$ cat src/rtl/wbm_arbiter_pkg.sv
// Shared definitions for the two-master Wishbone-style bus arbiter:
// default bus widths and the arbiter state encoding.
package wbm_arbiter_pkg;

   localparam int ADDR_W_DEF = 64;
   localparam int DATA_W_DEF = 16;

   typedef enum logic [1:0] {
      IDLE  = 2'd0,
      ISSUE = 2'd1,
      WAIT  = 2'd2
   } arb_state_e;

endpackage

$ cat src/rtl/wbm_arbiter_reqbuf.sv
// One-deep request buffer for a single master: latches a strobed request
// and presents it (or the request arriving this cycle) to the arbiter.
module wbm_reqbuf
   import wbm_arbiter_pkg::*;
#(
   parameter int ADDR_W = ADDR_W_DEF,
   parameter int DATA_W = DATA_W_DEF
) (
   input  logic              clk_i,
   input  logic              reset_i,
   input  logic              stb_i,
   input  logic [ADDR_W-1:0] adr_i,
   input  logic [DATA_W-1:0] dat_i,
   input  logic              we_i,
   input  logic              clr_i,
   output logic              req_o,
   output logic [ADDR_W-1:0] adr_o,
   output logic [DATA_W-1:0] dat_o,
   output logic              we_o
);

   logic              pending_q;
   logic [ADDR_W-1:0] adr_q;
   logic [DATA_W-1:0] dat_q;
   logic              we_q;
   logic              capture;

   // A completing request frees the slot on the same edge, so a new strobe can land there.
   assign capture = stb_i & (~pending_q | clr_i);

   always_ff @(posedge clk_i or negedge reset_i) begin
      if (!reset_i) begin
         pending_q <= 1'b0;
      end else if (capture) begin
         pending_q <= 1'b1;
      end else if (clr_i) begin
         pending_q <= 1'b0;
      end
   end

   always_ff @(posedge clk_i) begin
      if (capture) begin
         adr_q <= adr_i;
         dat_q <= dat_i;
         we_q  <= we_i;
      end
   end

   // Bypass lets a request strobed while idle be granted on the capturing edge.
   assign req_o = pending_q | stb_i;
   assign adr_o = pending_q ? adr_q : adr_i;
   assign dat_o = pending_q ? dat_q : dat_i;
   assign we_o  = pending_q ? we_q  : we_i;

endmodule

$ cat src/rtl/wbm_arbiter.sv
// Round-robin arbiter sharing one Wishbone-style slave bus between the
// instruction-fetch master (m0) and the load/store master (m1).
module wbm_arbiter
   import wbm_arbiter_pkg::*;
#(
   parameter int ADDR_W = ADDR_W_DEF,
   parameter int DATA_W = DATA_W_DEF
) (
   input  logic              clk_i,
   input  logic              reset_i,
   input  logic [ADDR_W-1:0] m0adr_i,
   input  logic [DATA_W-1:0] m0dat_i,
   input  logic              m0we_i,
   input  logic              m0stb_i,
   output logic              m0ack_o,
   output logic [DATA_W-1:0] m0dat_o,
   input  logic [ADDR_W-1:0] m1adr_i,
   input  logic [DATA_W-1:0] m1dat_i,
   input  logic              m1we_i,
   input  logic              m1stb_i,
   output logic              m1ack_o,
   output logic [DATA_W-1:0] m1dat_o,
   output logic [ADDR_W-1:0] sadr_o,
   output logic [DATA_W-1:0] sdat_o,
   output logic              swe_o,
   output logic              sstb_o,
   input  logic              sack_i,
   input  logic [DATA_W-1:0] sdat_i,
   output logic              owner_o,
   output logic              busy_o
);

   arb_state_e        state_q, state_d;
   logic              owner_q, owner_d;
   logic              last_q, last_d;
   logic              grant, load;
   logic              busy, done;
   logic              req0, req1;
   logic              clr0, clr1;
   logic [ADDR_W-1:0] adr0, adr1, sadr_q;
   logic [DATA_W-1:0] dat0, dat1, sdat_q;
   logic              we0, we1, swe_q;

   wbm_reqbuf #(.ADDR_W(ADDR_W), .DATA_W(DATA_W)) u_buf0 (
      .clk_i  (clk_i),
      .reset_i(reset_i),
      .stb_i  (m0stb_i),
      .adr_i  (m0adr_i),
      .dat_i  (m0dat_i),
      .we_i   (m0we_i),
      .clr_i  (clr0),
      .req_o  (req0),
      .adr_o  (adr0),
      .dat_o  (dat0),
      .we_o   (we0)
   );

   wbm_reqbuf #(.ADDR_W(ADDR_W), .DATA_W(DATA_W)) u_buf1 (
      .clk_i  (clk_i),
      .reset_i(reset_i),
      .stb_i  (m1stb_i),
      .adr_i  (m1adr_i),
      .dat_i  (m1dat_i),
      .we_i   (m1we_i),
      .clr_i  (clr1),
      .req_o  (req1),
      .adr_o  (adr1),
      .dat_o  (dat1),
      .we_o   (we1)
   );

   assign busy = (state_q != IDLE);
   assign done = busy & sack_i;
   assign clr0 = done & ~owner_q;
   assign clr1 = done &  owner_q;

   always_comb begin
      state_d = state_q;
      owner_d = owner_q;
      last_d  = last_q;
      load    = 1'b0;
      grant   = owner_q;
      case (state_q)
         IDLE: begin
            if (req0 | req1) begin
               grant   = (req0 & req1) ? ~last_q : req1;
               load    = 1'b1;
               state_d = ISSUE;
            end
         end
         ISSUE, WAIT: begin
            if (sack_i) begin
               last_d = owner_q;
               // Only the other master may follow directly; the owner re-contends from IDLE.
               if (owner_q ? req0 : req1) begin
                  grant   = ~owner_q;
                  load    = 1'b1;
                  state_d = ISSUE;
               end else begin
                  state_d = IDLE;
               end
            end else begin
               state_d = WAIT;
            end
         end
         default: state_d = IDLE;
      endcase
      if (load) begin
         owner_d = grant;
      end
   end

   always_ff @(posedge clk_i or negedge reset_i) begin
      if (!reset_i) begin
         state_q <= IDLE;
         owner_q <= 1'b0;
         last_q  <= 1'b1;
         sadr_q  <= '0;
         sdat_q  <= '0;
         swe_q   <= 1'b0;
      end else begin
         state_q <= state_d;
         owner_q <= owner_d;
         last_q  <= last_d;
         if (load) begin
            sadr_q <= grant ? adr1 : adr0;
            sdat_q <= grant ? dat1 : dat0;
            swe_q  <= grant ? we1  : we0;
         end
      end
   end

   assign sstb_o  = (state_q == ISSUE);
   assign busy_o  = busy;
   assign owner_o = owner_q;
   assign sadr_o  = sadr_q;
   assign sdat_o  = sdat_q;
   assign swe_o   = swe_q;
   assign m0ack_o = done & ~owner_q;
   assign m1ack_o = done &  owner_q;
   assign m0dat_o = sdat_i;
   assign m1dat_o = sdat_i;

endmodule

$ cat config.mk
export PLATFORM = sky130hd
export DESIGN_NAME = wbm_arbiter
export DESIGN_NICKNAME = d
export VERILOG_FILES = /design/src/rtl/wbm_arbiter_pkg.sv /design/src/rtl/wbm_arbiter_reqbuf.sv /design/src/rtl/wbm_arbiter.sv
export SDC_FILE = /design/constraint.sdc
export NUM_CORES = 1
export LEC_CHECK = 0
export CAP_MARGIN = 15
export CORE_ASPECT_RATIO = 1.1
export CORE_UTILIZATION = 44
export CTS_CLUSTER_SIZE = 12
export DETAILED_ROUTE_END_ITERATION = 16
export PLACE_DENSITY = 0.77
export SYNTH_ARGS = -nofsm -noshare
export SYNTH_HDL_FRONTEND = slang
export SYNTH_SLANG_ARGS = --single-unit
$ cat constraint.sdc
create_clock -name clk_i -period 3.1 [get_ports clk_i]
set_input_delay 0.775 -clock clk_i [delete_from_list [all_inputs] [get_ports clk_i]]
set_output_delay 0.775 -clock clk_i [all_outputs]
set_load 0.02 [all_outputs]
-- After elaboration in Yosys (flattened, before gate mapping)
Cells that the tools add are included.
- logic and storage cells: 65
- flip-flop bits (word level): 249
- bitwise logic cells: 15
- equality and inequality tests: 3
- muxes and demuxes: 27
- reductions and logical operators: 6
- operators with widths (operator ; count):
    2-to-1 mux 64 bit ; 3
    2-to-1 mux 16 bit ; 3
    2-to-1 mux 1 bit ; 16
    bitwise AND 1 bit ; 6
    nonzero test 2 bit ; 3
    OR 1 bit ; 5
    2-to-1 mux 2 bit ; 2
    NOT 1 bit ; 4
    case mux 1 bit (2 select lines) ; 2
    case mux 2 bit (2 select lines) ; 1
    equality test 2 x 1 -> 1 bit, second input constant ; 1
    equality test 2 bit, second input constant ; 1
    logical NOT 2 bit ; 1
    != test 2 bit, second input constant ; 1
    AND reduction 2 bit ; 1
    OR reduction 2 bit ; 1

-- Depth between registers and ports, before layout
Gate-level depths: netlist of run 1.
- depth in word-level cells: 6
- depth in mapped cells: 9
- gate-level depth less buffers: 6

-- Hierarchy
A second synthesis of run 1 with hierarchy kept.
- cell total of the unflattened synthesis: 906
- area total of the unflattened synthesis: 13118.8 µm²
- by module, submodules not included (module ; cells each ; instances ; sequential area each (µm²) ; area each (µm²)):
    wbm_reqbuf ; 176 ; 2 ; 2457.4 ; 3863.7
    wbm_arbiter ; 554 ; 1 ; 2128.3 ; 5391.4

-- Worst setup path after synthesis of run 1
Ideal clock, no wire load.
- path kind: register to register
- start point: register state_q[0]
- end point: register u_buf0.adr_q[0] (enable)
- data required time: 2.652 ns
- setup time: 0.448 ns
- cell stages (with the launch flop): 7
- path buffers: 0
- slack: -0.394 ns
- arrival: 3.045 ns
- path through: dfrtp_1 -> inv_1 -> ha_1 -> inv_1 -> nand2_1 -> o21ai_0 -> and2_1
- longest elaborated chain between the ends: 5
- RTL lines (element ; line ; text):
    start, declared ; wbm_arbiter.sv:33 ; arb_state_e state_q, state_d;
    start signal, assigned ; wbm_arbiter.sv:122 ; state_q <= state_d;
    nonzero test 2 bit ; wbm_arbiter.sv:72 ; assign busy = (state_q != IDLE);
    via busy_o ; wbm_arbiter.sv:30 ; output logic busy_o
    bitwise AND 1 bit ; wbm_arbiter.sv:73 ; assign done = busy & sack_i;
    bitwise AND 1 bit ; wbm_arbiter.sv:74 ; assign clr0 = done & ~owner_q;
    OR 1 bit ; wbm_arbiter_reqbuf.sv:29 ; assign capture = stb_i & (~pending_q | clr_i);
    bitwise AND 1 bit ; wbm_arbiter_reqbuf.sv:29 ;
    via u_buf0.capture ; wbm_arbiter_reqbuf.sv:26 ; logic capture;
    end signal, assigned ; wbm_arbiter_reqbuf.sv:43 ; adr_q <= adr_i;
    end, declared ; wbm_arbiter_reqbuf.sv:23 ; logic [ADDR_W-1:0] adr_q;
The timed path passes the listed nets, and every way through them passes these cells.
A chain may end at the register's enable or synchronous reset.

-- Worst setup path in the final report of run 1
- start point: register state_q[0]
- end point: output port busy_o
- longest elaborated chain between the ends: 1
- RTL lines (element ; line):
    nonzero test 2 bit ; wbm_arbiter.sv:72
    end, declared ; wbm_arbiter.sv:30
Every way passes these cells.

==> run_results.csv, run 1 <==
group,metric,value,unit
worst_setup_path,slowest_delay,620,ps
detailed_routing,dr_wl_met3,2180,um
clocking,insertion_delay,530,ps
detailed_routing,met1_length,12600,um
floorplanning,core.rowCount,61,
placed_design,io_buffers,252,
global_route,grt_overflow,0,
global_route,grt_antenna_before_repair,0,
clocking,numClockSinks,249,
worst_setup_path,crit_chain,"inv_1, ha_1, inv_1, clkdlybuf4s50_1",
placed_design,pre_cts_slack,89.6,ps
timing,whs,219,ps
global_route,grt_pass1_vias,8143,
detailed_routing,ant_nets,0,
timing,slew_viol_final,0,
finish,postLayoutCellArea,0.0150,mm^2
yosys,yosysSeqAreaShare,61.8,%
worst_setup_path,worstSetupStartpoint,"state_q[0]",
clocking,hold_buffers,0,
finish,layout_common_cells,"clkdlybuf4s50_1, mux2i_1, edfxtp_1",
yosys,ys_ff_latch,249,
placed_design,gp_congestion,0.797,
detailed_routing,drt_iter0_markers,547,
placed_design,dp.cells,1321,
worst_setup_path,slowest_stage,"clkdlybuf4s50_1",
power,p_leak,6.24,nW
worst_setup_path,crit_buf_inv,3,
timing,tightest_slew,886,ps
timing,min_period,2770,ps
finish,n_antenna_cell,0,
clocking,path_clk_slew,60,ps
worst_setup_path,critPathMaxFanout,4,
timing,final_hold_viol_count,0,
clocking,cts_max_path_buffers,3,
global_route,grt_first_pass_wirelength,46100,um
timing,setup_viol,0,
yosys,syn_inst,808,
yosys,synth_fp_nets,994,
yosys,syn_area,0.0114,mm^2
detailed_routing,drtPass1Iterations,6,
floorplanning,start_util,44.9,%
timing,rsz0062_at_grt,"no",
floorplanning,die_w,155,um
floorplanning,die_y,171,um
floorplanning,pin_count,301,
timing,fmax,0.361,GHz
placed_design,dp_hpwl,18700,um
worst_setup_path,worstSetupPathType,"flip-flop to output port",
power,ir_drop,0.764,mV
detailed_routing,met2_length,14200,um
detailed_routing,vias,7976,
worst_setup_path,crit_required,2320,ps
worst_setup_path,cpLargestDelayFamily,"buffers and inverters",
clocking,post_cts_buffers,0,
floorplanning,core_area,0.0253,mm^2
finish,final_common_cell,"clkdlybuf4s50_1",
clocking,root_buffer,"clkbuf_16",
detailed_routing,routed_wl,29700,um
yosys,syn_avg_cell_area,14.1,um^2
timing,slew_headroom,40.9,%
floorplanning,die_area,0.0265,mm^2
timing,setup_slack,332,ps
detailed_routing,wl_per_cell,21.7,um
finish,nets,1190,
detailed_routing,vias_per_cell,5.83,
worst_setup_path,start_kind,"flip-flop",
yosys,synthDistinctLibCells,32,
clocking,cts_tree,"yes",
hold_path,min_path_type,"input port to asynchronous set/reset pin",
finish,syn_to_final_growth,31.5,%
detailed_routing,drcViolationCount,0,
clocking,ctsHtreeMaxLevel,1,
power,cellPowerDensity,1070,mW/mm^2
global_route,grt_usage,22.3,%
timing,finClkSkew,14.4,ps
finish,stdcell_count,1369,
yosys,ys_warn_count,0,
finish,n_fill_cell,1991,
timing,post-route-period-util,89.3,%
clocking,cts_buffers,27,
placed_design,dpl_cell_area,0.0141,mm^2
worst_setup_path,r2r-start,"state_q[0]",
finish,drive_gt1_share,7.82,%
status,status,"complete, no violations",
clocking,ctsResizeCount,0,
worst_setup_path,crit_top_cell,"inv_1",
worst_setup_path,cp-end-kind,"output port",
detailed_routing,top_layer,"met4",
worst_setup_path,critical_path_arrival,1990,ps
global_route,grt_max_degree,93,
run,drv_cap,0,
timing,fin_setup_tns,0,ps
cells by family (layout without fill, tap and decap cells):
family | count (synthesis) | in the layout | share of synthesized area, %
compound gates | 177 | 177 | 14.2
mux | 163 | 163 | 14.3
buf+inv | 118 | 333 | 5.80
simple gates | 98 | 98 | 3.46
fa+ha+maj | 3 | 3 | 0.330
flops | 249 | 249 | 61.8
layout make-up:
class	count	area, um^2	area share (%)
clock inverters	6	57.6	0.384
inverters	4	15.0	0.100
clock buffers	42	792	5.29
well taps	346	433	2.89
repair buffers	281	2910	19.4
multi-input cells	441	3730	24.9
flip-flops and latches	249	7050	47.1
power breakdown:
group / switching (mW) / internal (mW)
sequential: 0.520 / 4.63
clock: 1.28 / 1.83
combinational: 4.26 / 3.44
cells in the mapped netlist:
library cell    n  share of area, %
buf_2          21              0.92
nor4b_1         1             0.077
mux2_2          1             0.099
o21ai_1         1             0.044
nor2b_1         1             0.055
a2111o_1        1             0.099
buf_1           3             0.099
and2_1          2              0.11
o21ai_0         5              0.22
buf_6           9              0.89
nor4_1          1             0.055
clkbuf_1       48               1.6
o311ai_1        1             0.077
a311oi_1       82               6.3
mux2i_1       162                14
nand3_1         1             0.044
dfstp_2         1              0.23
a221o_1        81               7.1
and3_1          1             0.055
or2_1           1             0.055
a21oi_1         2             0.088
nor2_1         83               2.7
nand2b_1        2              0.11
o21bai_1        1             0.066
o31ai_1         1             0.066
nand2_1         5              0.16
ha_1            3              0.33
buf_4          33               2.2
a211o_1         2              0.15
inv_1           4              0.13
edfxtp_1      162                43
dfrtp_1        86                19
state kept, by name (all words and copies together) (netlist names), named ones only:
name	count
last_q	1
u_buf1.pending_q	1
u_buf0.adr_q	64
u_buf1.dat_q	16
u_buf0.pending_q	1
state_q	2
sadr_o	64
u_buf0.dat_q	16
swe_o	1
sdat_o	16
u_buf1.we_q	1
u_buf1.adr_q	64
u_buf0.we_q	1
worst register-to-register path: cells and delay by family, from the launching register on:
family / cells / cell delay, ps
compound gates: 4 / 1240
fa+ha+maj: 1 / 340
buf+inv: 3 / 470
flops: 1 / 380
routing by layer:
metal,global-route usage [%],vias up
met5,0,-
met3,4.31,51
met2,36.1,350
met1,30.2,3984
li1,-,3591
met4,7.16,0
path summary, 6_finish.rpt:
| check | endpoint | cells past startpoint | slack [ps] |
|---|---|---|---|
| max in group asynchronous | sdat_o[7] | 2 | 2140 |
| max | busy_o | 4 | 330 |
| min reg2reg | last_q | 2 | 490 |
| min in group clk_i | last_q | 2 | 490 |
| max reg2reg | sadr_o[32] | 8 | 620 |
| min | sadr_o[54] | 1 | 220 |
per-stage QoR:
stage	util, %	total power [mW]
after floorplan	-	10.2
after global placement	55.7	12.7
after detailed placement	55.7	12.9
after CTS	59.1	16.1
after global routing	59.1	16.8
final	59.1	16.0
No activity file was read; power rests on OpenSTA's default activity.
==> run 2, diff against run 1 <==
--- a/config.mk
+++ b/config.mk
@@ -8,6 +8,7 @@
 export CAP_MARGIN = 15
 export CORE_ASPECT_RATIO = 1.1
 export CORE_UTILIZATION = 44
+export CTS_CLUSTER_DIAMETER = 50
 export CTS_CLUSTER_SIZE = 12
 export DETAILED_ROUTE_END_ITERATION = 16
 export PLACE_DENSITY = 0.77
==> run 2 against run 1 <==
  * Sequential share of layout area down 0.15 points
  * Power up 0.95%
  * Clock-buffer cell count up 2
  * Final cell count up 0.29%
  * Critical path depth unchanged
  * Combinational power about the same
  * First-iteration DRC count up 7.7%
  * Via count up 0.65%
  * Fmax about the same
  * Largest cell class unchanged
  * Largest power group unchanged
==> run_results.csv, run 2 (synthesized netlist as in run 1, its figures left out) <==
group,metric,value,unit
worst_setup_path,crit_chain,"inv_1, ha_1, inv_1, clkdlybuf4s50_1",
placed_design,io_buffers,252,
worst_setup_path,r2r-start,"state_q[0]",
finish,drive_gt1_share,7.79,%
finish,layout_common_cells,"clkdlybuf4s50_1, mux2i_1, edfxtp_1",
timing,finClkSkew,11.5,ps
hold_path,min_path_type,"input port to asynchronous set/reset pin",
worst_setup_path,slowest_stage,"clkdlybuf4s50_1",
worst_setup_path,crit_cells,4,
detailed_routing,met2_length,14200,um
detailed_routing,drt_iter0_markers,589,
clocking,cts_buffers,28,
floorplanning,pin_count,301,
floorplanning,die_area,0.0265,mm^2
global_route,grt_usage,22.5,%
timing,setup_viol,0,
worst_setup_path,crit_end,"busy_o",
worst_setup_path,start_kind,"flip-flop",
worst_setup_path,r2r-end,"sadr_o[47]",
clocking,root_buffer,"clkbuf_16",
detailed_routing,vias,8028,
timing,fin_setup_tns,0,ps
worst_setup_path,crit_buf_inv,3,
global_route,grt_max_degree,93,
finish,multi_input_area,0.00373,mm^2
worst_setup_path,cpLargestDelayFamily,"buffers and inverters",
global_route,grt_overflow,0,
detailed_routing,routed_wl,29900,um
timing,post-route-period-util,89.3,%
finish,stdcell_count,1373,
clocking,ctsResizeCount,0,
floorplanning,core_area,0.0253,mm^2
worst_setup_path,crit_required,2320,ps
power,fin_total_pwr,16.1,mW
finish,nets,1191,
floorplanning,die_w,155,um
worst_setup_path,cp-end-kind,"output port",
detailed_routing,wl_per_cell,21.8,um
clocking,cts_tree,"yes",
worst_setup_path,crit_top_cell,"inv_1",
floorplanning,die_y,171,um
detailed_routing,met1_length,12500,um
detailed_routing,dr_wl_met3,2330,um
placed_design,gp_congestion,0.797,
worst_setup_path,worstSetupPathType,"flip-flop to output port",
status,status,"complete, no violations",
timing,rsz0062_at_grt,"no",
power,ir_drop,0.772,mV
worst_setup_path,critPathMaxFanout,4,
detailed_routing,top_layer,"met4",
detailed_routing,drcViolationCount,0,
timing,min_period,2770,ps
timing,fmax,0.361,GHz
clocking,cts_max_path_buffers,3,
timing,tightest_slew,885,ps
timing,slew_viol_final,0,
finish,register_area,0.00705,mm^2
worst_setup_path,r2r_slack,580,ps
timing,final_hold_viol_count,0,
finish,n_fill_cell,1989,
placed_design,dp.cells,1321,
finish,n_antenna_cell,0,
timing,slew_headroom,41.0,%
worst_setup_path,slowest_delay,620,ps
global_route,grt_first_pass_wirelength,46500,um
clocking,path_clk_slew,60,ps
detailed_routing,ant_nets,0,
floorplanning,start_util,44.9,%
worst_setup_path,worstSetupStartpoint,"state_q[0]",
clocking,insertion_delay,540,ps
floorplanning,core.rowCount,61,
run,drv_cap,0,
clocking,post_cts_buffers,0,
global_route,grt_antenna_before_repair,0,
clocking,ctsHtreeMaxLevel,1,
power,p_leak,6.25,nW
placed_design,dp_hpwl,18700,um
detailed_routing,drtPass1Iterations,6,
finish,syn_to_final_growth,31.9,%
clocking,numClockSinks,249,
worst_setup_path,ff2ff_path_depth,8,
worst_setup_path,critical_path_arrival,1990,ps
detailed_routing,vias_per_cell,5.85,
power,cellPowerDensity,1070,mW/mm^2
finish,final_common_cell,"clkdlybuf4s50_1",
clocking,hold_buffers,0,
global_route,grt_pass1_vias,8157,
## run 2: cell types whose count changed in the layout (fill, tap and decap cells not counted), sizes merged
| cell | change |
|---|---|
| clkbuf | +2 |
| inv | +2 |
## run 2: per-layer routing
| layer | vias to the layer above | GRT usage (%) |
|---|---|---|
| li1 | 3607 | - |
| met1 | 3985 | 30.6 |
| met2 | 377 | 36.2 |
| met3 | 59 | 4.36 |
| met4 | 0 | 7.25 |
| met5 | - | 0 |
## run 2: cell type report
| type | instances | area share (%) |
|---|---|---|
| clock inverter | 8 | 0.566 |
| inverter | 4 | 0.0999 |
| sequential | 249 | 46.9 |
| clock buffer | 44 | 5.41 |
| timing repair buffer | 281 | 19.3 |
| tap | 346 | 2.88 |
| multi-input combinational | 441 | 24.8 |
## run 2: metrics by stage
step | util, % | instance area, um^2 | hold slack (ps) | setup WS, ps
after floorplan | - | 11400 | 455 | 497
after global placement | 55.7 | 14100 | 475 | 117
after detailed placement | 55.7 | 14100 | 477 | 89.6
after CTS | 59.3 | 15000 | 208 | 1.24
after global routing | 59.3 | 15000 | 221 | 230
final | 59.3 | 15000 | 194 | 333
## run 2: power by group
part	leakage [nW]	internal [mW]	total, mW	switching, mW
sequential	2.55	4.63	5.15	0.522
combinational	3.27	3.44	7.72	4.28
clock	0.433	1.90	3.24	1.35
## run 2: worst register-to-register path, stage by stage, from the launching register on
cell	delay [ps]
dfrtp_1	380
inv_1	80
ha_1	350
o311ai_1	170
a2111o_2	570
buf_12	190
buf_4	210
a311oi_1	320
a221o_1	180
## run 2: how the worst min path moves through the flow
stage | startpoint | to | cells past startpoint
2_1_floorplan | last_q | last_q | 2
3_3_place_gp | last_q | last_q | 2
3_5_place_dp | last_q | last_q | 2
4_1_cts | reset_i | sadr_o[63] | 1
5_1_grt | reset_i | sadr_o[55] | 1
6_report | reset_i | sadr_o[54] | 1
